--- src/rtl/mips_pkg.sv ---
// Shared MIPS fetch/decode constants: branch and jump class codes,
// the reset PC and the canonical nop word.
package mips_pkg;

  localparam logic [2:0] BR_NONE = 3'd0;
  localparam logic [2:0] BR_BEQ  = 3'd1;
  localparam logic [2:0] BR_BNE  = 3'd2;
  localparam logic [2:0] BR_BGEZ = 3'd3;
  localparam logic [2:0] BR_BGTZ = 3'd4;
  localparam logic [2:0] BR_BLTZ = 3'd5;
  localparam logic [2:0] BR_BLEZ = 3'd6;

  localparam logic [1:0] J_NONE = 2'd0;
  localparam logic [1:0] J_IMM  = 2'd1;
  localparam logic [1:0] J_REG  = 2'd2;

  localparam logic [31:0] RESET_PC_DEFAULT = 32'h0000_3000;
  localparam logic [31:0] NOP              = 32'h0000_0000;

  function automatic logic [31:0] br_offset(input logic [15:0] imm);
    return {{14{imm[15]}}, imm, 2'b00};
  endfunction

endpackage

--- src/rtl/fetch_npc_unit_npc_calc.sv ---
// Combinational next-PC logic: branch decision, redirect target and
// the redirect strobe for the instruction sitting in D.
module npc_calc
  import mips_pkg::*;
(
  input  logic        stall,
  input  logic [31:0] pc_d,
  input  logic [25:0] imm26_d,
  input  logic [2:0]  br_op_d,
  input  logic [1:0]  j_op_d,
  input  logic        equal_in,
  input  logic        bgez_in,
  input  logic        bgtz_in,
  input  logic        bltz_in,
  input  logic        blez_in,
  input  logic [31:0] rs_val_d,
  output logic        taken_o,
  output logic [31:0] target_o,
  output logic        redirect_o
);

  logic j_imm;
  logic j_reg;
  logic [31:0] br_tgt;

  assign j_imm  = (j_op_d == J_IMM);
  assign j_reg  = (j_op_d == J_REG);
  assign br_tgt = pc_d + 32'd4 + br_offset(imm26_d[15:0]);

  always_comb begin
    taken_o = 1'b0;
    unique case (br_op_d)
      BR_BEQ:  taken_o = equal_in;
      BR_BNE:  taken_o = !equal_in;
      BR_BGEZ: taken_o = bgez_in;
      BR_BGTZ: taken_o = bgtz_in;
      BR_BLTZ: taken_o = bltz_in;
      BR_BLEZ: taken_o = blez_in;
      default: taken_o = 1'b0;
    endcase
  end

  // Jumps outrank branches when decode sets both.
  always_comb begin
    target_o = br_tgt;
    unique case (1'b1)
      j_imm:   target_o = {pc_d[31:28], imm26_d, 2'b00};
      j_reg:   target_o = rs_val_d;
      default: target_o = br_tgt;
    endcase
  end

  assign redirect_o = !stall && (taken_o || j_imm || j_reg);

endmodule

--- src/rtl/fetch_npc_unit.sv ---
// Fetch PC register, next-PC mux and IF/ID register.
// Optional annulled delay slot for likely branches: BRANCH_LIKELY_EN.
module fetch_npc_unit
  import mips_pkg::*;
#(
  parameter logic [31:0] RESET_PC = RESET_PC_DEFAULT,
  parameter logic [31:0] IM_BASE  = 32'h0000_3000,
  parameter int unsigned IM_WORDS = 4096
) (
  input  logic        clk,
  input  logic        reset,
  input  logic        stall,
  input  logic [31:0] instr_f,
  input  logic [2:0]  br_op_d,
  input  logic [1:0]  j_op_d,
  input  logic        equal_in,
  input  logic        bgez_in,
  input  logic        bgtz_in,
  input  logic        bltz_in,
  input  logic        blez_in,
  input  logic [31:0] rs_val_d,
`ifdef BRANCH_LIKELY_EN
  input  logic        likely_d,
`endif
  output logic [31:0] pc_f,
  output logic [31:0] instr_d,
  output logic [31:0] pc_d,
  output logic [31:0] pc8_d,
  output logic        redirect_d,
  output logic        fetch_err
);

  localparam logic [31:0] IM_BYTES = 32'(IM_WORDS * 4);

  logic [31:0] pc_q, pc_nd;
  logic [31:0] ir_q;
  logic [31:0] pcd_q;
  logic        err_q, err_d;
  logic        taken;
  logic [31:0] target;
  logic [31:0] im_off;

  npc_calc u_npc (
    .stall     (stall),
    .pc_d      (pcd_q),
    .imm26_d   (instr_d[25:0]),
    .br_op_d   (br_op_d),
    .j_op_d    (j_op_d),
    .equal_in  (equal_in),
    .bgez_in   (bgez_in),
    .bgtz_in   (bgtz_in),
    .bltz_in   (bltz_in),
    .blez_in   (blez_in),
    .rs_val_d  (rs_val_d),
    .taken_o   (taken),
    .target_o  (target),
    .redirect_o(redirect_d)
  );

  assign pc_nd  = redirect_d ? target : pc_q + 32'd4;
  assign im_off = pc_q - IM_BASE;
  assign err_d  = (pc_q[1:0] != 2'b00) || (pc_q < IM_BASE)
               || (im_off >= IM_BYTES);

  always_ff @(posedge clk) begin
    if (reset) begin
      pc_q  <= RESET_PC;
      ir_q  <= NOP;
      pcd_q <= RESET_PC;
      err_q <= 1'b0;
    end else if (!stall) begin
      pc_q  <= pc_nd;
      ir_q  <= instr_f;
      pcd_q <= pc_q;
      err_q <= err_d;
    end
  end

`ifdef BRANCH_LIKELY_EN
  logic annul, annul_q;

  assign annul = likely_d && (br_op_d != BR_NONE) && !taken && !stall;

  // Squash flag masks the slot captured alongside it until D advances.
  always_ff @(posedge clk) begin
    if (reset)
      annul_q <= 1'b0;
    else if (!stall)
      annul_q <= annul;
  end

  assign instr_d   = annul_q ? NOP : ir_q;
  assign fetch_err = err_q && !annul_q;
`else
  assign instr_d   = ir_q;
  assign fetch_err = err_q;
  logic unused_taken;
  assign unused_taken = taken;
`endif

  assign pc_f  = pc_q;
  assign pc_d  = pcd_q;
  assign pc8_d = pcd_q + 32'd8;

endmodule

--- config.mk ---
export PLATFORM = sky130hd
export DESIGN_NAME = fetch_npc_unit
export DESIGN_NICKNAME = d
export VERILOG_FILES = /design/src/rtl/mips_pkg.sv /design/src/rtl/fetch_npc_unit_npc_calc.sv /design/src/rtl/fetch_npc_unit.sv
export SDC_FILE = /design/constraint.sdc
export NUM_CORES = 1
export LEC_CHECK = 0
export BUFFER_PORTS_ARGS = -buffer_cell sky130_fd_sc_hd__buf_4
export CELL_PAD_IN_SITES_DETAIL_PLACEMENT = 0
export CELL_PAD_IN_SITES_GLOBAL_PLACEMENT = 1
export CORE_AREA = 2 2 128 155
export DETAILED_ROUTE_END_ITERATION = 10
export DIE_AREA = 0 0 130 157
export PLACE_DENSITY_LB_ADDON = 0.1
export REMOVE_ABC_BUFFERS = 1
export SYNTH_ARGS = -nofsm -noshare
export SYNTH_HDL_FRONTEND = slang
export SYNTH_SLANG_ARGS = --single-unit
--- constraint.sdc ---
create_clock -name clk -period 3.4 [get_ports clk]
set_input_delay 0.68 -clock clk [delete_from_list [all_inputs] [get_ports clk]]
set_output_delay 0.68 -clock clk [all_outputs]
set_load 0.05 [all_outputs]
# Word-level counts from Yosys, hierarchy flattened
# Cells that the tools add are included.
[word_totals]
regBits = 97
input_bits = 77
output_inout_bits = 130
word_cells = 30
[op_classes]
addsub = 5
magnitude_cmp = 2
n_eq_ne = 8
muxes = 3
n_reduce_logical = 8
[op_table]
columns = ["cell", "count"]
rows = [
  ["adder 32 x 3 -> 32 bit, second input constant", 2],
  ["case mux 32 bit (2 select lines)", 1],
  ["adder 32 bit", 1],
  ["adder 32 x 4 -> 32 bit, second input constant", 1],
  ["greater-or-equal comparator 32 x 15 -> 1 bit, second input constant", 1],
  ["less-than comparator 32 x 14 -> 1 bit, second input constant", 1],
  ["2-to-1 mux 32 bit", 1],
  ["subtractor 32 x 14 -> 32 bit, second input constant", 1],
  ["equality test 3 bit, second input constant", 3],
  ["equality test 3 x 2 -> 1 bit, second input constant", 2],
  ["case mux 1 bit (6 select lines)", 1],
  ["logical OR 1 bit", 4],
  ["equality test 3 x 1 -> 1 bit, second input constant", 1],
  ["equality test 2 x 1 -> 1 bit, second input constant", 1],
  ["equality test 2 bit, second input constant", 1],
  ["logical NOT 1 bit", 2],
  ["nonzero test 2 bit", 1],
  ["logical AND 1 bit", 1],
]

# Depth between registers and ports, before layout
[depth]
word_depth = 6
ltp_mapped = 13
ltp_nobuf = 13

# Cells and area by module
# A second synthesis with hierarchy kept.
[hier_totals]
cells_unflattened = 925
hier_area_um2 = 7475.9
[modules_own_cells]
columns = ["module", "n_inst", "cells_per_inst", "area_each_um2", "seq_area_each_um2"]
rows = [
  ["fetch_npc_unit", 1, 590, 4976.0, 1941.9],
  ["npc_calc", 1, 335, 2499.9, 0.0],
]

# Least setup slack after synthesis
# Ideal clock, no wire load.
[synth_timing]
path_type = "reg-to-output"
startpoint = "register pcd_q[3] (netlist: pc_d[3])"
endpoint = "output pc8_d[27]"
arrival_ns = 2.999
setup_slack_ns = -0.279
path_stages_with_launch = 8
path_cell_list = "dfxtp_1 -> ha_1 -> nand3_1 -> or3_1 -> clkbuf_1 -> nor3_1 -> nand4_1 -> xnor2_1"
[synth_via]
elab_chain_len = 1
[synth_lines]
columns = ["element", "line", "text"]
rows = [
  ["start: declaration", "fetch_npc_unit.sv:37", "logic [31:0] pcd_q;"],
  ["start signal: assignment", "fetch_npc_unit.sv:74", "pcd_q <= pc_q;"],
  ["adder 32 x 4 -> 32 bit", "fetch_npc_unit.sv:103", "assign pc8_d = pcd_q + 32'd8;"],
  ["end: declaration", "fetch_npc_unit.sv:28", "output logic [31:0] pc8_d,"],
]
# Every way passes these cells.

# Final worst setup path
[layout_timing]
startpoint = "register pcd_q[9] (netlist: pc_d[9])"
endpoint = "output pc8_d[26]"
# Same word-level chain as after synthesis.

==> key figures <==
Die
  • Starting Density: 0.375
  • Num ports: 207
  • Rows: 55
  • Core area: about 0.019 sq mm
  • Die Wd: 130 um
  • Die height: between 150 and 200 um
  • Die area: 0.0204 sq mm

Run status
  • Status: complete, no violations

Setup path
  • Worst path required time: between 2 and 3 ns
  • Max FO, Critical Path: 5
  • WP data arrival: about 2.6 ns
  • Worst r2r src: instr_d[1]$_SDFFE_PP0N_
  • WS Path Type: reg2out
  • Crit end category: output port
  • FF-to-FF path depth: 11
  • CP startpoint: pc_d[9]$_SDFFE_PP0N_
  • Startpoint types: register

Timing
  • Worst Skew: roughly 0.019 ns
  • Setup tns final: 0 ns
  • Slew headroom: 0.527
  • Final Cycle Share: 0.960
  • Max Clk Rate: 0.306 GHz
  • Fin crit period: 3.26 ns
  • Slew Viols, Final: 0
  • Final hold viol count: 0
  • Worst hold slack: 0.500 ns
  • Setup ws final: 0.135 ns
  • Final Setup Violations: 0
  • RSZ-0062 raised after global routing: no
  • Worst slew pin tran: 0.710 ns

Yosys
  • Synth warnings: 0
  • Post-synth EDFFs: 0
  • Top_reg_cell synth: dfxtp_1
  • Distinct cells, synth: 72
  • Register area share after synthesis: 0.276
  • Async SR Flop Fraction: 0
  • FF+latch count, synth: 97
  • Cells after Synth: 850
  • Post-synthesis instance area: between 0.007 and 0.008 sq mm
  • Syn avg cell area: 8.28 sq um

Global route
  • Total congestion overflow: 0
  • Largest net degree at the start of global routing: 100
  • Initial antenna violation count: 0
  • Vias in the first global route: 6722
  • Total track usage: 0.236
  • First-pass GRT wire length: 37.3 mm

Route
  • DR iter-0 viols: ~360
  • # DRC: 0
  • Via count: 7064
  • Antenna Nets Post-Route: 0
  • DR WL/cell: 18.7 um
  • DRT Wirelength: between 20 and 25 mm
  • First-pass iteration count of the detailed router: 5
  • Via density: 5.41

Layout
  • Final instance area: 0.00926 sq mm
  • Layout cells sized above 1: 0.263
  • Nets@finish: 1185
  • Filler Cells Inserted: 1905
  • Synth-to-Final Area Change: 31.6%
  • Diodes inserted: 0

Place
  • DP Worst Slack: 0.171 ns
  • Placed Area: 0.00889 sq mm
  • Dpl hpwl: 18.3 mm
  • Buffers on Ports: 206
  • GPL Wtd Cong: 0.904

Pwr
  • Pwr Density: 396 mW/mm^2
  • Pleak: 4.30 nW
  • Design Power: 3.67 mW
  • Max VDD drop: 241 uV

Worst hold path
  • HP Start: instr_d[28]$_SDFFE_PP0N_
  • Hold path cells: 2
  • Class of the worst hold path: reg2reg

Clocking
  • H-tree level count: 3
  • Clk slew on worst S/H paths: 0.07 ns
  • CTS Buffer Depth: 2
  • Root Buffer: clkbuf_16
  • Total CTS buffers: 9
  • Clk_lat worst skew: 0.37 ns
  • CTS tree: done
  • Clk sink count: between 90 and 100
  • # Post-CTS Setup Buffers: 0

Run
  • Max_cap viols: 0
-- cell usage after synthesis, types with 16 or more instances --
cell        n  area share
nand2_1    56       0.030
xor2_1     23       0.029
o21ai_0    27       0.019
inv_1      26       0.014
dfxtp_1    97        0.28
ha_1       62        0.11
nand3_1    29       0.021
a21oi_1    74       0.053
a221oi_1   25       0.031
xnor2_1    34       0.042
mux2i_1    62       0.088
nor2_1    105       0.056
a211oi_1   16       0.017
clkbuf_1   23       0.012
-- what timing repair did --
item,CTS,global route
resized for setup,1,7
endpoints found under the setup margin,3,12
pin swaps,0,2
hold buffers,0,0
-- worst max-delay path: stages (launching register included) --
cell     delay [ns]
dfxtp_1        0.46
nand3_1        0.16
or3_1          0.46
or3_4          0.40
nor2_1         0.10
buf_4          0.15
nand3_1        0.10
xnor2_1        0.17
buf_4          0.22
-- flip-flops by register name (all words and copies together), names as in the netlist --
register,flops
pc_f,32
fetch_err,1
pc_d,32
instr_d,32
-- cell type report --
class                           count  area (sq um)  share of cell area
Multi-Input combinational cell    677          4780               0.516
Sequential cell                    97          1940               0.210
Timing Repair Buffer              234          1780               0.192
Tap cell                          256           320              0.0346
Clock buffer                       10           239              0.0258
Clock inverter                      6          98.8              0.0107
Inverter                           26          97.6              0.0105
-- cell usage in the layout (no fill, tap or decap), types with 13 or more instances in the layout --
cell | Yosys | layout
a211oi_1 | 16 | 15
a21oi_1 | 74 | 74
a221oi_1 | 25 | 25
o21ai_0 | 27 | 27
dfxtp_1 | 97 | 95
inv_1 | 26 | 26
xnor2_1 | 34 | 34
nor2_1 | 105 | 105
nand3_1 | 29 | 28
ha_1 | 62 | 62
nand2_1 | 56 | 56
xor2_1 | 23 | 23
buf_4 | 4 | 232
mux2i_1 | 62 | 62
nor3_1 | 15 | 13
-- stage by stage --
step,utilization,instances
floorplan,-,800
global placement,0.473,1290
detailed placement,0.473,1290
CTS,0.492,1306
global route,0.493,1306
finish,0.493,1306
-- where the power goes --
group	internal [mW]	switching, mW
clock network	0.679	0.525
logic	0.406	0.724
registers	1.21	0.122
-- cell families (layout without fill, tap and decap cells) --
family,count (synthesis),in the layout,share of synthesized area
buffers and inverters,76,276,0.0505
and+or+nand+nor,272,272,0.183
DFF,97,97,0.276
AOI/OAI and AO/OA,222,222,0.216
xor gates and xnor gates,57,57,0.0709
adders and majority gates,63,63,0.113
muxes,63,63,0.0898
-- worst paths after layout --
check,to,slack (ns)
setup / recovery,pc8_d[26],0.14
hold / removal,instr_d[28]$_SDFFE_PP0N_,0.50
setup reg to reg,pc_f[19]$_SDFFE_PP0N_,0.29
hold reg to reg,instr_d[28]$_SDFFE_PP0N_,0.50
-- per-layer routing --
layer / wire, um / global-route usage / vias to the layer above
li1: - / - / 3506
met1: 10800 / 0.306 / 3323
met2: 12100 / 0.407 / 208
met3: 1100 / 0.0360 / 27
met4: 397 / 0.0589 / 0
met5: 0 / 0 / -
(Power assumes the default switching activity.)
